==> src/rtl/crossbar_2x2_scheduler_pkg.sv <==
// Shared constants for the 2x2 crossbar scheduler.
// Packet layout is {dest, data}: dest is the single bit directly above the DW data bits.
package crossbar_2x2_scheduler_pkg;

    localparam logic DEST_OUT1     = 1'b0;
    localparam logic DEST_OUT2     = 1'b1;
    localparam logic CTRL_STRAIGHT = 1'b0;
    localparam logic CTRL_CROSS    = 1'b1;

    localparam int STATS_W = 8;

    function automatic int pkt_w(input int dw);
        return dw + 1;
    endfunction

endpackage

==> src/rtl/crossbar_2x2_scheduler_sched_fifo.sv <==
// Synchronous FIFO with a registered-memory head; push is ignored when full, pop when empty.
module sched_fifo
    import crossbar_2x2_scheduler_pkg::*;
#(
    parameter int DEPTH = 4,
    parameter int W     = 5
) (
    input  logic                     clk,
    input  logic                     rst,
    input  logic                     push,
    input  logic                     pop,
    input  logic [W-1:0]             din,
    output logic [W-1:0]             head,
    output logic                     full,
    output logic                     empty,
    output logic [$clog2(DEPTH):0]   count
);

    localparam int AW = $clog2(DEPTH);
    localparam int CW = AW + 1;

    logic [W-1:0]  mem [DEPTH];
    logic [AW-1:0] wr_ptr;
    logic [AW-1:0] rd_ptr;
    logic          do_push;
    logic          do_pop;

    assign full    = (count == CW'(DEPTH));
    assign empty   = (count == '0);
    assign do_push = push && !full;
    assign do_pop  = pop && !empty;
    assign head    = mem[rd_ptr];

    always_ff @(posedge clk) begin
        if (do_push) begin
            mem[wr_ptr] <= din;
        end
    end

    always_ff @(posedge clk) begin
        if (rst) begin
            wr_ptr <= '0;
            rd_ptr <= '0;
            count  <= '0;
        end else begin
            if (do_push) begin
                wr_ptr <= wr_ptr + AW'(1);
            end
            if (do_pop) begin
                rd_ptr <= rd_ptr + AW'(1);
            end
            count <= count + CW'(do_push) - CW'(do_pop);
        end
    end

endmodule

==> src/rtl/crossbar_2x2_scheduler.sv <==
// Two-source scheduler feeding a 2x2 crossbar: per-source FIFOs, round-robin conflict arbitration, registered outputs.
// Optional conflict statistics counter enabled by defining XBAR_SCHED_STATS_EN.
module crossbar_2x2_scheduler
    import crossbar_2x2_scheduler_pkg::*;
#(
    parameter int DEPTH = 4,
    parameter int DW    = 4
) (
    input  logic          clk,
    input  logic          rst,
    input  logic          s1_valid,
    output logic          s1_ready,
    input  logic [DW-1:0] s1_data,
    input  logic          s1_dest,
    input  logic          s2_valid,
    output logic          s2_ready,
    input  logic [DW-1:0] s2_data,
    input  logic          s2_dest,
    output logic [DW-1:0] xb_in1,
    output logic [DW-1:0] xb_in2,
    output logic          xb_control,
    output logic          out1_valid,
    output logic          out2_valid
`ifdef XBAR_SCHED_STATS_EN
    ,
    output logic [STATS_W-1:0] conflict_cnt
`endif
);

    localparam int PW = pkt_w(DW);
    localparam int CW = $clog2(DEPTH) + 1;

    logic [PW-1:0] head1;
    logic [PW-1:0] head2;
    logic          full1;
    logic          full2;
    logic          empty1;
    logic          empty2;
    logic [CW-1:0] count1;
    logic [CW-1:0] count2;
    logic          unused_counts;

    logic cand1;
    logic cand2;
    logic dest1;
    logic dest2;
    logic conflict;
    logic grant1;
    logic grant2;
    logic ctrl_next;
    logic prio;

    assign unused_counts = ^{count1, count2};

    sched_fifo #(.DEPTH(DEPTH), .W(PW)) u_fifo1 (
        .clk   (clk),
        .rst   (rst),
        .push  (s1_valid),
        .pop   (grant1),
        .din   ({s1_dest, s1_data}),
        .head  (head1),
        .full  (full1),
        .empty (empty1),
        .count (count1)
    );

    sched_fifo #(.DEPTH(DEPTH), .W(PW)) u_fifo2 (
        .clk   (clk),
        .rst   (rst),
        .push  (s2_valid),
        .pop   (grant2),
        .din   ({s2_dest, s2_data}),
        .head  (head2),
        .full  (full2),
        .empty (empty2),
        .count (count2)
    );

    assign s1_ready = !full1;
    assign s2_ready = !full2;

    always_comb begin
        cand1    = !empty1;
        cand2    = !empty2;
        dest1    = head1[DW];
        dest2    = head2[DW];
        conflict = cand1 && cand2 && (dest1 == dest2);
        grant1   = cand1 && !(conflict && prio);
        grant2   = cand2 && !(conflict && !prio);
        // The granted lane picks the control; with no grant the crossbar setting is held.
        ctrl_next = xb_control;
        if (grant1) begin
            ctrl_next = (dest1 == DEST_OUT2) ? CTRL_CROSS : CTRL_STRAIGHT;
        end else if (grant2) begin
            ctrl_next = (dest2 == DEST_OUT2) ? CTRL_STRAIGHT : CTRL_CROSS;
        end
    end

    always_ff @(posedge clk) begin
        if (rst) begin
            xb_in1     <= '0;
            xb_in2     <= '0;
            xb_control <= CTRL_STRAIGHT;
            out1_valid <= 1'b0;
            out2_valid <= 1'b0;
            prio       <= 1'b0;
        end else begin
            xb_in1     <= grant1 ? head1[DW-1:0] : '0;
            xb_in2     <= grant2 ? head2[DW-1:0] : '0;
            xb_control <= ctrl_next;
            out1_valid <= (grant1 && dest1 == DEST_OUT1) || (grant2 && dest2 == DEST_OUT1);
            out2_valid <= (grant1 && dest1 == DEST_OUT2) || (grant2 && dest2 == DEST_OUT2);
            prio       <= prio ^ conflict;
        end
    end

`ifdef XBAR_SCHED_STATS_EN
    always_ff @(posedge clk) begin
        if (rst) begin
            conflict_cnt <= '0;
        end else if (conflict && (conflict_cnt != {STATS_W{1'b1}})) begin
            conflict_cnt <= conflict_cnt + STATS_W'(1);
        end
    end
`endif

endmodule

==> config.mk <==
export PLATFORM = sky130hd
export DESIGN_NAME = crossbar_2x2_scheduler
export DESIGN_NICKNAME = d
export VERILOG_FILES = /design/src/rtl/crossbar_2x2_scheduler_pkg.sv /design/src/rtl/crossbar_2x2_scheduler_sched_fifo.sv /design/src/rtl/crossbar_2x2_scheduler.sv
export SDC_FILE = /design/constraint.sdc
export NUM_CORES = 1
export LEC_CHECK = 0
export ABC_AREA = 0
export CORE_ASPECT_RATIO = 0.5
export CORE_MARGIN = 5
export CORE_UTILIZATION = 40
export CTS_BUF_LIST = sky130_fd_sc_hd__clkbuf_8
export DETAILED_ROUTE_END_ITERATION = 16
export GPL_ROUTABILITY_DRIVEN = 0
export PLACE_DENSITY = 0.6
export SYNTH_ARGS = -nofsm -noshare
export SYNTH_HDL_FRONTEND = slang
export SYNTH_SLANG_ARGS = --single-unit
==> constraint.sdc <==
create_clock -name clk -period 5.4 [get_ports clk]
set_input_delay 0.81 -clock clk [delete_from_list [all_inputs] [get_ports clk]]
set_output_delay 0.81 -clock clk [all_outputs]
set_load 0.05 [all_outputs]
# [Word level (Yosys, flattened, before mapping)]
# Memories as Yosys holds them, arrays and structs flattened. A register that Yosys moved wholly into a read port is not among the register bits.
# Index checks and enable logic that the tools add are counted.
[word_totals] regBits=26 ramBits=40 inputBits=14 output_inout_bits=13 wordCells=70 memories=2
[classes] addsub=8 eq_ne=3 mux=12 n_bitwise=5 n_reduce_logical=28
[mem_list] memory="u_fifo1.mem" depth=4 width=5 rd=1 rd_clocked_by_memory_dff=1 wr=1 line_no="crossbar_2x2_scheduler_sched_fifo.sv:22" text="logic [W-1:0] mem [DEPTH];"
[mem_list] memory="u_fifo2.mem" depth=4 width=5 rd=1 rd_clocked_by_memory_dff=1 wr=1 line_no="crossbar_2x2_scheduler_sched_fifo.sv:22"
[op_table] cell="$logic_and 1x1->1" n=14
[op_table] cell="$add 2x1->2 const B" n=4
[op_table] cell="$mux 1" n=8
[op_table] cell="$mux 2" n=4
[op_table] cell="$logic_not 1->1" n=7
[op_table] cell="$add 3x1->3" n=2
[op_table] cell="$eq 3x3->1 const B" n=2
[op_table] cell="$logic_not 3->1" n=2
[op_table] cell="$sub 3x1->3" n=2
[op_table] cell="$not 1->1" n=4
[op_table] cell="$reduce_or 2->1" n=2
[op_table] cell="$logic_or 1x1->1" n=2
[op_table] cell="$reduce_bool 2->1" n=1
[op_table] cell="$eq 1x1->1" n=1
[op_table] cell="$xor 1x1->1" n=1

# [Logic depth before layout (Yosys ltp)]
[depth] word_depth=10 ltp_mapped=14 mapped_depth_nobuf=13

# [Hierarchy]
# Synthesis repeated with hierarchy kept, for this count alone.
[unflattened] hier_cells=194 area_unflattened_um2=2817.7
[modules_own_cells] mod="sched_fifo" n_inst=2 cells_per_inst=77 area_each_um2=1194.9 seq_area_each_um2=780.7
[modules_own_cells] mod="crossbar_2x2_scheduler" n_inst=1 cells_per_inst=40 area_each_um2=427.9 seq_area_each_um2=240.2

# [Worst setup path after synthesis]
# OpenSTA, ideal clock, no wires.
[synth_path] path_type="register to register" start="register with a tool-made name" end="register u_fifo1.count[2]" arrival_time_ns=2.985 path_slack_ns=2.337 stages_incl_launch_ff=15 n_path_buf=1 path_cell_list="dfxtp_1 > buf_2 > mux4_2 > xor2_1 > nor3_1 > ha_1 > nor2_1 > ha_1 > inv_1 > ha_1 > inv_1 > fa_1 > xor2_1 > and2_1 > nor3_1"
[synth_lines] item="end signal: assignment" line_no="crossbar_2x2_scheduler_sched_fifo.sv:52" text="count <= count + CW'(do_push) - CW'(do_pop);"
[synth_lines] item="end: declaration" line_no="crossbar_2x2_scheduler_sched_fifo.sv:16" text="output logic [$clog2(DEPTH):0] count"

==> metrics.txt <==
outcome=complete, no violations; Worst Tran Pin Value=0.776 ns; ratio of final minimum period to clock period=62.8%; Max Cap Viol=0; routed wl met3=208 um; Clock Skews=0.00712 ns; Critical Path Fanout Max=7; post-layout min period=3.39 ns; clock slew at reported path FFs=0.06 ns; largest net degree at the start of global routing=22; # resized after CTS=0; ant diodes=0; post-detail-place hpwl=3.21 mm; Std-Cell Rows=21; maximum VDD drop=0.000141 V; syn nets=227; relative slew slack=48.1%; fin worst setup slack=2.01 ns; share of total power in combinational logic=37.4%; Startpoint Class=flip-flop; Total GRT Usage=11.7%; r2r setup slk=2.01 ns; Reg area=0.00180 mm2; DRC violations left=0; H-Tree Depth=3; 1st-iter DRT viols=92; Syn Std Cell Area=0.00281 mm2; Placement Setup Slack=1.99 ns; wl on met1=2.04 mm; CTS tree=built; Yosys warnings=0; max layer used=met4; Hold-fix buffers, CTS=0; Final #Nets=260; Pleak=1.24 nW; GR Overflow Total=0; Reg power frac=42.8%; clk sinks=70; postcts setup bufs=0; Die W=129 um; WL/cell=14.0 um; Layout Cells excl Fill=327; Power Dens Cells=530 mW/mm2; Multi-input gate area=910 um2; Worst Path Required=5.65 ns; Post-Syn Area per Cell=14.3 um2; Worst Setup Path Type=flip-flop to flip-flop; Final Max Tran Viols=0; Initial Util=41.6%; clock share of power=19.9%; Die ar.=0.00890 mm2; vias in the first global route=1639; fmax=295 MHz; WL met2=2.24 mm; R2R depth=13; most common cell after layout, fill and taps aside=edfxtp_1; setup_tns=0 ns; CTS buffer count=9; crit end category=flip-flop; layout cells sized above 1=9.36%; clock tree buffer depth=2; highest-count cells in the layout ignoring fill and taps=40 x edfxtp_1, 30 x dfxtp_1, 26 x clkdlybuf4s50_1; Critical Path End=u_fifo1.count[2]; reg-to-reg endpoint=u_fifo1.count[2]; Post-DRT Antenna Nets=0; P_sw=629 uW; Area Overhead vs Synth=18.4%; first-pass GRT wire length=7.91 mm; Yosys cell types=28; 1st-pass router iterations=4; root buf cell=clkbuf_8; Vias/cell=4.74; Placed Cells=311; register area share after synthesis=64.1%; clock latency on the worst-skew pair=0.34 ns; FF+latch count, synth=70; Cell Int Power=1.14 mW; Port Buf Inserts=26; Hold Path Class=flip-flop to flip-flop; initial antenna violation count=0; die height=69.3 um; Fillers=577; Hold Vio Cnt, Final=0; CORE AREA=0.00675 mm2; Post-Route WL=4.58 mm; switching portion of total power=35.7%; DR vias=1549; Post-Synthesis Cells=197; final setup violation count=0; Critical Path AT=3.64 ns; RSZ-0062 raised after global routing=false; Ports=27
kinds of logic after synthesis:
family	Yosys count	synth area share (%)
xor+xnor	3	0.935
compound gates	22	4.76
mux	10	8.55
flops	70	64.1
fa+ha+maj	16	7.66
buf+inv	24	3.52
simple gates	52	10.5
Yosys cell counts (all sizes together):
cell type	number	area, um2
a21oi	11	55.1
a22o	1	10.0
and2	10	62.6
and3	9	61.3
buf	2	16.3
clkbuf	2	7.51
dfxtp	30	601
edfxtp	40	1200
fa	2	40.0
ha	14	175
inv	20	75.1
mux4	10	240
nand3	6	30.0
nand4	1	6.26
nor2	9	33.8
nor2b	2	12.5
nor3	9	45.0
nor3b	2	15.0
o21a	1	7.51
o21ai	6	30.0
o31ai	2	15.0
o41ai	1	16.3
or3	2	12.5
or4	2	15.0
xor2	3	26.3
cell type report:
type	instances	area share (%)
clock inverters	6	0.865
clock buffers	10	4.14
multi-input cells	103	27.3
flip-flops and latches	70	54.1
inverters	20	2.26
repair buffers	26	7.82
well taps	92	3.46
through the flow:
stage	total power, mW	hold WS (ns)	utilization [%]	area, um2
floorplan	1.26	0.455	-	2810
global placement	1.42	0.476	46.8	3160
detailed placement	1.43	0.481	46.8	3160
CTS	1.79	0.498	49.3	3330
global route	1.91	0.542	49.3	3330
finish	1.76	0.489	49.3	3330
worst min-delay path by stage:
| stage | end | slack (ns) | startpoint | cells after the start |
|---|---|---|---|---|
| after floorplan | flip-flop | 0.45 | u_fifo2.rd_ptr[1] | 2 |
| after global placement | u_fifo1.rd_ptr[1] | 0.48 | u_fifo1.rd_ptr[1] | 2 |
| after detailed placement | u_fifo1.rd_ptr[1] | 0.48 | u_fifo1.rd_ptr[1] | 2 |
| after CTS | u_fifo1.rd_ptr[1] | 0.50 | u_fifo1.rd_ptr[1] | 2 |
| after global routing | u_fifo1.rd_ptr[1] | 0.54 | u_fifo1.rd_ptr[1] | 2 |
| final | u_fifo1.rd_ptr[1] | 0.49 | u_fifo1.rd_ptr[1] | 2 |
flip-flops by register name, summed over array words and instances (netlist names), 2 cells and up, named ones only:
signal          count
u_fifo2.count       3
u_fifo2.rd_ptr      2
u_fifo2.mem        20
xb_in2              4
u_fifo1.count       3
u_fifo1.wr_ptr      2
xb_in1              4
u_fifo1.mem        20
u_fifo2.wr_ptr      2
u_fifo1.rd_ptr      2
power groups by stage:
| stage | Combinational, mW | Clock (mW) | Sequential (mW) |
|---|---|---|---|
| final | 0.659 | 0.351 | 0.755 |
| after global routing | 0.741 | 0.393 | 0.771 |
| after CTS | 0.669 | 0.368 | 0.758 |
| after detailed placement | 0.665 | 0 | 0.769 |
| after global placement | 0.657 | 0 | 0.767 |
| after floorplan | 0.417 | 0 | 0.845 |
routing by layer:
layer / vias up / track usage [%]
met1: 732 / 13.9
met5: - / 0
li1: 785 / -
met2: 25 / 18.2
met3: 7 / 5.00
met4: 0 / 5.94
worst max-delay path: stages, from the launching register on:
cell     delay (ns)
dfxtp_1        0.52
mux4_2         0.62
xor2_1         0.17
nor3_1         0.22
ha_1           0.33
nor2_1         0.11
ha_1           0.30
inv_1          0.05
ha_1           0.13
inv_1          0.04
fa_1           0.37
xor2_1         0.16
and2_1         0.16
nor3_1         0.12
Power figures use the tool's default switching activity.
